===== src/rtl/sram_fb_writer.sv =====
`default_nettype none
// ============================================================================
// Module   : sram_fb_writer
// Brief    : Framebuffer write engine. Buffers producer pixel writes in a
//            small FIFO and issues them as timed SRAM write cycles
//            (SETUP / PULSE x WE_CYCLES / HOLD) only while the display
//            reader does not hold the bus. Strobes are active-high.
//            Optional rectangle-free linear fill engine is enabled by
//            defining SRAM_FB_FILL_EN.
// Revision : 1.0 - initial release
// ============================================================================
module sram_fb_writer #(
    parameter int DEPTH     = 4,
    parameter int WE_CYCLES = 2,
    parameter int ADDR_W    = 18
) (
    input  logic              clk100,
    input  logic              reset_n,
    input  logic              wr_valid,
    output logic              wr_ready,
    input  logic [ADDR_W-1:0] wr_addr,
    input  logic [15:0]       wr_data,
    input  logic [1:0]        wr_be,
    input  logic              disp_busy,
    output logic              bus_own,
    output logic              bus_req,
    output logic [ADDR_W-1:0] ram_addr,
    output logic [15:0]       ram_dout,
    output logic              ram_ce,
    output logic              ram_oe,
    output logic              ram_we,
    output logic              ram_lb,
    output logic              ram_hb,
`ifdef SRAM_FB_FILL_EN
    input  logic              fill_start,
    input  logic [ADDR_W-1:0] fill_base,
    input  logic [ADDR_W-1:0] fill_len,
    input  logic [15:0]       fill_value,
    output logic              fill_busy,
`endif
    output logic              idle
);

    localparam int PTR_W = (DEPTH > 1) ? $clog2(DEPTH) : 1;
    localparam int CNT_W = (WE_CYCLES > 1) ? $clog2(WE_CYCLES) : 1;
    localparam logic [CNT_W-1:0] C_PULSE_LOAD = CNT_W'(WE_CYCLES - 1);

    localparam logic [1:0] ST_IDLE  = 2'd0;
    localparam logic [1:0] ST_SETUP = 2'd1;
    localparam logic [1:0] ST_PULSE = 2'd2;
    localparam logic [1:0] ST_HOLD  = 2'd3;

    // FIFO storage (no reset needed: contents are only read when valid)
    logic [ADDR_W-1:0] fifo_addr [DEPTH];
    logic [15:0]       fifo_data [DEPTH];
    logic [1:0]        fifo_be   [DEPTH];

    logic [PTR_W:0]    wr_ptr_q, wr_ptr_d;
    logic [PTR_W:0]    rd_ptr_q, rd_ptr_d;
    logic              full_q, full_d;
    logic [1:0]        state_q, state_d;
    logic [CNT_W-1:0]  cnt_q, cnt_d;
    logic [ADDR_W-1:0] addr_q, addr_d;
    logic [15:0]       data_q, data_d;
    logic [1:0]        be_q, be_d;
    logic              push, pop, empty;
    logic [PTR_W-1:0]  head;

`ifdef SRAM_FB_FILL_EN
    logic              fill_busy_q, fill_busy_d;
    logic [ADDR_W-1:0] fill_addr_q, fill_addr_d;
    logic [ADDR_W-1:0] fill_rem_q, fill_rem_d;
    logic [15:0]       fill_val_q, fill_val_d;
`endif

    // Push is gated by the registered full flag only; a same-cycle pop never makes room.
    assign push  = wr_valid & ~full_q;
    assign empty = (wr_ptr_q == rd_ptr_q);
    assign head  = rd_ptr_q[PTR_W-1:0];

    // FIFO data write port
    always_ff @(posedge clk100) begin
        if (push) begin
            fifo_addr[wr_ptr_q[PTR_W-1:0]] <= wr_addr;
            fifo_data[wr_ptr_q[PTR_W-1:0]] <= wr_data;
            fifo_be[wr_ptr_q[PTR_W-1:0]]   <= wr_be;
        end
    end

    // State register and all control/datapath flops
    always_ff @(posedge clk100 or negedge reset_n) begin
        if (!reset_n) begin
            wr_ptr_q    <= '0;
            rd_ptr_q    <= '0;
            full_q      <= 1'b0;
            state_q     <= ST_IDLE;
            cnt_q       <= '0;
            addr_q      <= '0;
            data_q      <= '0;
            be_q        <= '0;
`ifdef SRAM_FB_FILL_EN
            fill_busy_q <= 1'b0;
            fill_addr_q <= '0;
            fill_rem_q  <= '0;
            fill_val_q  <= '0;
`endif
        end else begin
            wr_ptr_q    <= wr_ptr_d;
            rd_ptr_q    <= rd_ptr_d;
            full_q      <= full_d;
            state_q     <= state_d;
            cnt_q       <= cnt_d;
            addr_q      <= addr_d;
            data_q      <= data_d;
            be_q        <= be_d;
`ifdef SRAM_FB_FILL_EN
            fill_busy_q <= fill_busy_d;
            fill_addr_q <= fill_addr_d;
            fill_rem_q  <= fill_rem_d;
            fill_val_q  <= fill_val_d;
`endif
        end
    end

    // Next-state logic: FSM sequencing, FIFO pop decision and pointer update
    always_comb begin
        state_d = state_q;
        cnt_d   = cnt_q;
        addr_d  = addr_q;
        data_d  = data_q;
        be_d    = be_q;
        pop     = 1'b0;
`ifdef SRAM_FB_FILL_EN
        fill_busy_d = fill_busy_q;
        fill_addr_d = fill_addr_q;
        fill_rem_d  = fill_rem_q;
        fill_val_d  = fill_val_q;
        if (fill_start && !fill_busy_q) begin
            fill_busy_d = 1'b1;
            fill_addr_d = fill_base;
            fill_rem_d  = fill_len;
            fill_val_d  = fill_value;
        end
`endif
        case (state_q)
            ST_IDLE: begin
`ifdef SRAM_FB_FILL_EN
                // An active fill owns the IDLE decision until its count is exhausted
                if (fill_busy_q) begin
                    if (fill_rem_q == '0) begin
                        fill_busy_d = 1'b0;
                    end else if (!disp_busy) begin
                        addr_d      = fill_addr_q;
                        data_d      = fill_val_q;
                        be_d        = 2'b11;
                        fill_addr_d = fill_addr_q + ADDR_W'(1);
                        fill_rem_d  = fill_rem_q - ADDR_W'(1);
                        state_d     = ST_SETUP;
                    end
                end else
`endif
                if (!empty && !disp_busy) begin
                    pop = 1'b1;
                    // Entries with no byte enabled are dropped without touching the bus
                    if (fifo_be[head] != 2'b00) begin
                        addr_d  = fifo_addr[head];
                        data_d  = fifo_data[head];
                        be_d    = fifo_be[head];
                        state_d = ST_SETUP;
                    end
                end
            end
            ST_SETUP: begin
                cnt_d   = C_PULSE_LOAD;
                state_d = ST_PULSE;
            end
            ST_PULSE: begin
                if (cnt_q == '0) begin
                    state_d = ST_HOLD;
                end else begin
                    cnt_d = cnt_q - CNT_W'(1);
                end
            end
            default: begin
                state_d = ST_IDLE;
            end
        endcase

        wr_ptr_d = push ? wr_ptr_q + (PTR_W+1)'(1) : wr_ptr_q;
        rd_ptr_d = pop  ? rd_ptr_q + (PTR_W+1)'(1) : rd_ptr_q;
        full_d   = (wr_ptr_d[PTR_W-1:0] == rd_ptr_d[PTR_W-1:0]) &&
                   (wr_ptr_d[PTR_W] != rd_ptr_d[PTR_W]);
    end

    // Output decode: strobes are a pure function of the state, so reset drops them at once
    always_comb begin
        bus_own  = (state_q != ST_IDLE);
        ram_ce   = bus_own;
        ram_we   = (state_q == ST_PULSE);
        ram_lb   = bus_own & be_q[0];
        ram_hb   = bus_own & be_q[1];
        ram_oe   = 1'b0;
        ram_addr = addr_q;
        ram_dout = data_q;
        wr_ready = ~full_q;
        idle     = empty && (state_q == ST_IDLE);
`ifdef SRAM_FB_FILL_EN
        // A pending fill also needs the bus, so it keeps the request up
        bus_req   = !empty || bus_own || fill_busy_q;
        fill_busy = fill_busy_q;
`else
        bus_req   = !empty || bus_own;
`endif
    end

endmodule
`default_nettype wire


===== config.mk =====
export PLATFORM = sky130hd
export DESIGN_NAME = sram_fb_writer
export DESIGN_NICKNAME = d
export VERILOG_FILES = /design/src/rtl/sram_fb_writer.sv
export SDC_FILE = /design/constraint.sdc
export NUM_CORES = 1
export LEC_CHECK = 0
export CORE_MARGIN = 2
export CORE_UTILIZATION = 50
export CTS_BUF_LIST = sky130_fd_sc_hd__clkbuf_8 sky130_fd_sc_hd__clkbuf_16
export DETAILED_ROUTE_END_ITERATION = 7
export PLACE_DENSITY_LB_ADDON = 0.2
export RECOVER_POWER = 100
export SLEW_MARGIN = 20
export SYNTH_ARGS = -nofsm -noshare
export SYNTH_HDL_FRONTEND = slang
export SYNTH_SLANG_ARGS = --single-unit

===== constraint.sdc =====
create_clock -name clk100 -period 1.8 [get_ports clk100]
set_input_delay 0.27 -clock clk100 [delete_from_list [all_inputs] [get_ports clk100]]
set_output_delay 0.27 -clock clk100 [all_outputs]
set_load 0.1 [all_outputs]

### Word-level counts from Yosys, hierarchy flattened

Memory sizes are Yosys's and may differ from the RTL's. A register that Yosys moved wholly into a read port is not among the register bits.
Index checks and enable logic that the tools add are counted.

* RAM bits: 144
* output and inout port bits: 43
* memories kept: 3
* register bits after elaboration: 12
* logic and storage cells: 50

Memory list
* fifo_addr: depth 4, width 18, read ports 1, clocked after memory_dff 1, wr ports 1, RTL line 54 `logic [ADDR_W-1:0] fifo_addr [DEPTH];`
* fifo_data: depth 4, width 16, read ports 1, clocked after memory_dff 1, wr ports 1, RTL line 55 `logic [15:0] fifo_data [DEPTH];`
* fifo_be: depth 4, width 2, read ports 1, clocked after memory_dff 0, wr ports 1, RTL line 56 `logic [1:0] fifo_be [DEPTH];`

* equality and inequality tests: 8
* bitwise logic cells: 4
* $add $sub $neg: 3
* reductions and logical operators: 14
* multiplexer cells: 12

Operators with widths (number)
* $add A3 B1 Y3 const B: 2
* $mux W2: 3
* $mux W3: 2
* $ne A2 B2 Y1 const B: 3
* $pmux W2 S3: 1
* $reduce_and A3 Y1: 2
* $reduce_bool A2 Y1: 3
* $mux W1: 5
* $logic_not A1 Y1: 4
* $and A1 B1 Y1: 3
* $eq A3 B3 Y1: 1
* $logic_and A1 B1 Y1: 3
* $eq A2 B1 Y1 const B: 1
* $eq A2 B2 Y1: 1
* $eq A2 B2 Y1 const B: 1
* $logic_not A2 Y1: 1
* $pmux W1 S2: 1
* $logic_or A1 B1 Y1: 1
* $ne A1 B1 Y1: 1
* $not A1 Y1: 1
* $sub A1 B1 Y1 const B: 1

### Longest topological paths before layout

* depth in word-level cells: 8
* gate-level depth with buffers: 7

### Worst setup path after synthesis

OpenSTA, ideal clock, no wires.

* path kind: register to output
* start point: register rd_ptr_q[0]
* end point: output port idle
* arrival time: 2424 ps
* stages on the path, launching flop included: 6
* path slack: -894 ps
* data required time: 1530 ps
* cell sequence: dfrtp_1 buf_6 xnor2_1 and3_4 nand2_1 inv_1

* longest elaborated chain between the ends: 2

RTL lines
* start, declared: RTL line 59 `logic [PTR_W:0] rd_ptr_q, rd_ptr_d;`
* start signal, assigned: RTL line 109 `rd_ptr_q <= rd_ptr_d;`
* $eq A3 B3 Y1: RTL line 78 `assign empty = (wr_ptr_q == rd_ptr_q);`
* $logic_and A1 B1 Y1: RTL line 206 `idle = empty && (state_q == ST_IDLE);`
* end, declared: RTL line 41 `output logic idle`

Every way passes these cells.

### Worst setup path in the final report

Ends and elaborated chain as after synthesis.

==> out/metrics.csv <==
metric;value;unit
outcome;finished, violations left;
failing checks;negative setup slack;
Final period util;113;%
first-pass GRT wire length;20700;um
CP Class;reg -> out;
Remaining DRCs;0;
Adder-Cell Fraction of Synth Area;1.39;%
later-pin clock latency in the skew report;0.43;ns
Compound-Gate Fraction of Synth Area;0.590;%
clk_skew;0.00888;ns
drt total wl;13700;um
most common cell after layout, fill and taps aside;edfxtp_1;
Vias;3615;
die area;15400;sq um
Final GP Congestion;0.751;
CTS Root Cell;clkbuf_16;
worst slew pin tran;0.749;ns
vias in the first global route;3834;
synthesized netlist cell count;336;
gr usage total;18.9;%
slew margin rel.;50.0;%
critical path depth;7;
Area Overhead vs Synth;31.3;%
drt via density;5.40;
Slowest cell on crit path;dfrtp_2;
number of flops mapped to enable cells by yosys;144;
crit path buf inv count;4;
Util after Layout;67.7;%
post-route minimum period;2.03;ns
ys async rst share;24.2;%
largest family of logic cells by synthesized area;multiplexers;
Synth Area in Simple Gates;1.87;%
startpoint types;flip-flop;
cell repeated most along the worst path;buf_6;
warnings from Yosys;0;
row count;43;
XOR/XNOR Fraction of Synth Area;1.21;%
Pre-Repair DR Iteration Count;4;
clock slew at reported path FFs;0.07;ns
required time worst endpoint;1.53;ns
slowest stage delay, CP;0.42;ns
Die Y;124;um
Top delay family on crit path;buffers and inverters;
fraction of layout cells with a size suffix above 1;44.1;%
CTS tree;done;
Design Area, Final;9470;sq um
unrepaired setup endpoints after global routing;yes;
Max Freq;0.492;GHz
fin worst setup slack;-0.232;ns
Final nets;523;
IO Pins;83;
initial antenna violation count;2;
hpwl dp;8220;um
Die X-Extent;124;um
Post-DP Area;8780;sq um
Avg Inst Size Synth;21.5;sq um
Congestion Overflow GR;0;
#FFs+latches synth;190;
Syn Nets;384;
mean routed wirelength per cell;20.5;um
first-iteration detailed-routing DRC count;258;
Initial Util;51.5;%
post-route ant nets;0;
most frequent cells in the layout;edfxtp_1, dfrtp_1, dlygate4sd3_1, clkbuf_2, mux4_2;
Slew Viols, Final;0;
H-tree levels;4;
crit end category;output pin;
final setup violating endpoints;40;
Yosys cell types;30;
max_cap viols;0;
sequential area share after synthesis;75.9;%
mapped cell area;7210;sq um
Port Buffer Count;81;
maximum fanout along the worst path;3;
Num CTS Buffers;17;
Post-synth top flop;edfxtp_1;
clock sinks;190;
CP arrival;1.76;ns
largest net degree at the start of global routing;26;
Hold WC Path Type;in -> async;
final hold viol count;0;
mux cell area share after synthesis;17.2;%
core footprint;14000;sq um
Max Root-Sink Buffers;2;
reg2reg path depth;7;
Cell Chain, Critical Path;buf_6 > xnor2_4 > and3_4 > buf_6 > nand2_4 > clkinvlp_4 > buf_12;
registers in the layout (all words and copies together) (netlist names):
name	count
fifo_addr	72
fifo_data	64
ram_addr	18
ram_dout	16
fifo_be	8
rd_ptr_q	3
wr_ptr_q	3
be_q	2
state_q	2
cnt_q	1
full_q	1
routing by layer:
| metal | up-vias | global-route usage (%) | share of wire (%) | routed length (um) |
|---|---|---|---|---|
| met5 | - | 0 | 0.095 | 13 |
| met4 | 2 | 6.95 | 1.2 | 160 |
| met3 | 15 | 4.90 | 5.2 | 709 |
| met2 | 120 | 31.5 | 51 | 6980 |
| met1 | 1871 | 24.0 | 43 | 5880 |
| li1 | 1607 | - | - | - |
Yosys cell counts, drive strengths merged, types with 2 or more instances:
cell type | instances | area share, %
xnor2 | 7 | 0.85
nand2 | 11 | 0.57
buf | 10 | 1.1
mux2 | 36 | 5.6
mux2i | 2 | 0.28
ha | 8 | 1.4
nor2b | 4 | 0.35
mux4 | 36 | 11
a31oi | 2 | 0.17
edfxtp | 144 | 60
nor3 | 3 | 0.36
inv | 9 | 0.47
clkbuf | 3 | 0.16
xor2 | 3 | 0.36
o21ai | 2 | 0.14
and2 | 3 | 0.26
dfrtp | 46 | 16
final timing paths:
check | startpoint | end | slack (ns)
max | rd_ptr_q[0]$_DFF_PN0_ | idle | -0.23
min | reset_n | ram_dout[14]$_DFFE_PN0P_ | 0.41
max reg2reg | rd_ptr_q[0]$_DFF_PN0_ | ram_addr[2]$_DFFE_PN0P_ | -0.23
min reg2reg | ram_addr[10]$_DFFE_PN0P_ | ram_addr[10]$_DFFE_PN0P_ | 0.49
max in group asynchronous | reset_n | ram_addr[2]$_DFFE_PN0P_ | 0.23
min in group clk100 | ram_addr[10]$_DFFE_PN0P_ | ram_addr[10]$_DFFE_PN0P_ | 0.49
final cells by class:
type	instances	area, sq um
Inverter	9	45.0
Clock buffer	17	425
Fill cell	939	4520
Timing Repair Buffer	133	1280
Antenna cell	1	2.50
Clock inverter	15	199
Tap cell	180	225
Sequential cell	190	5480
Multi-Input combinational cell	124	1810
per-stage QoR:
step / TNS (ns) / worst slack [ns] / hold WS, ns / cells
final: -7.43 / -0.232 / 0.407 / 669
after global routing: -9.35 / -0.308 / 0.463 / 669
after CTS: -5.35 / -0.229 / 0.428 / 659
after detailed placement: -7.85 / -0.151 / 0.321 / 622
after global placement: -11.83 / -0.141 / 0.320 / 622
after floorplan: -3.22 / -0.432 / -0.0256 / 336
logic make-up (layout without fill, tap and decap cells):
family | count (synthesis) | after routing
mux | 74 | 74
xor+xnor | 10 | 10
compound gates | 7 | 7
other cells | 1 | 2
buf+inv | 22 | 174
fa+ha+maj | 8 | 8
simple gates | 24 | 24
flops | 190 | 190
repair_timing:
| item | CTS | global route |
|---|---|---|
| setup buffers | 4 | 6 |
| endpoints found under the hold margin | 21 | 0 |
| cloned | 0 | 3 |
| pin swaps | 5 | 2 |
| gates resized for setup | 12 | 8 |
| endpoints found under the setup margin | 42 | 43 |
| hold buffers | 1 | 0 |
Power is not shown: default switching activity piles up to over one toggle a cycle in this logic, so the estimate is an artifact.
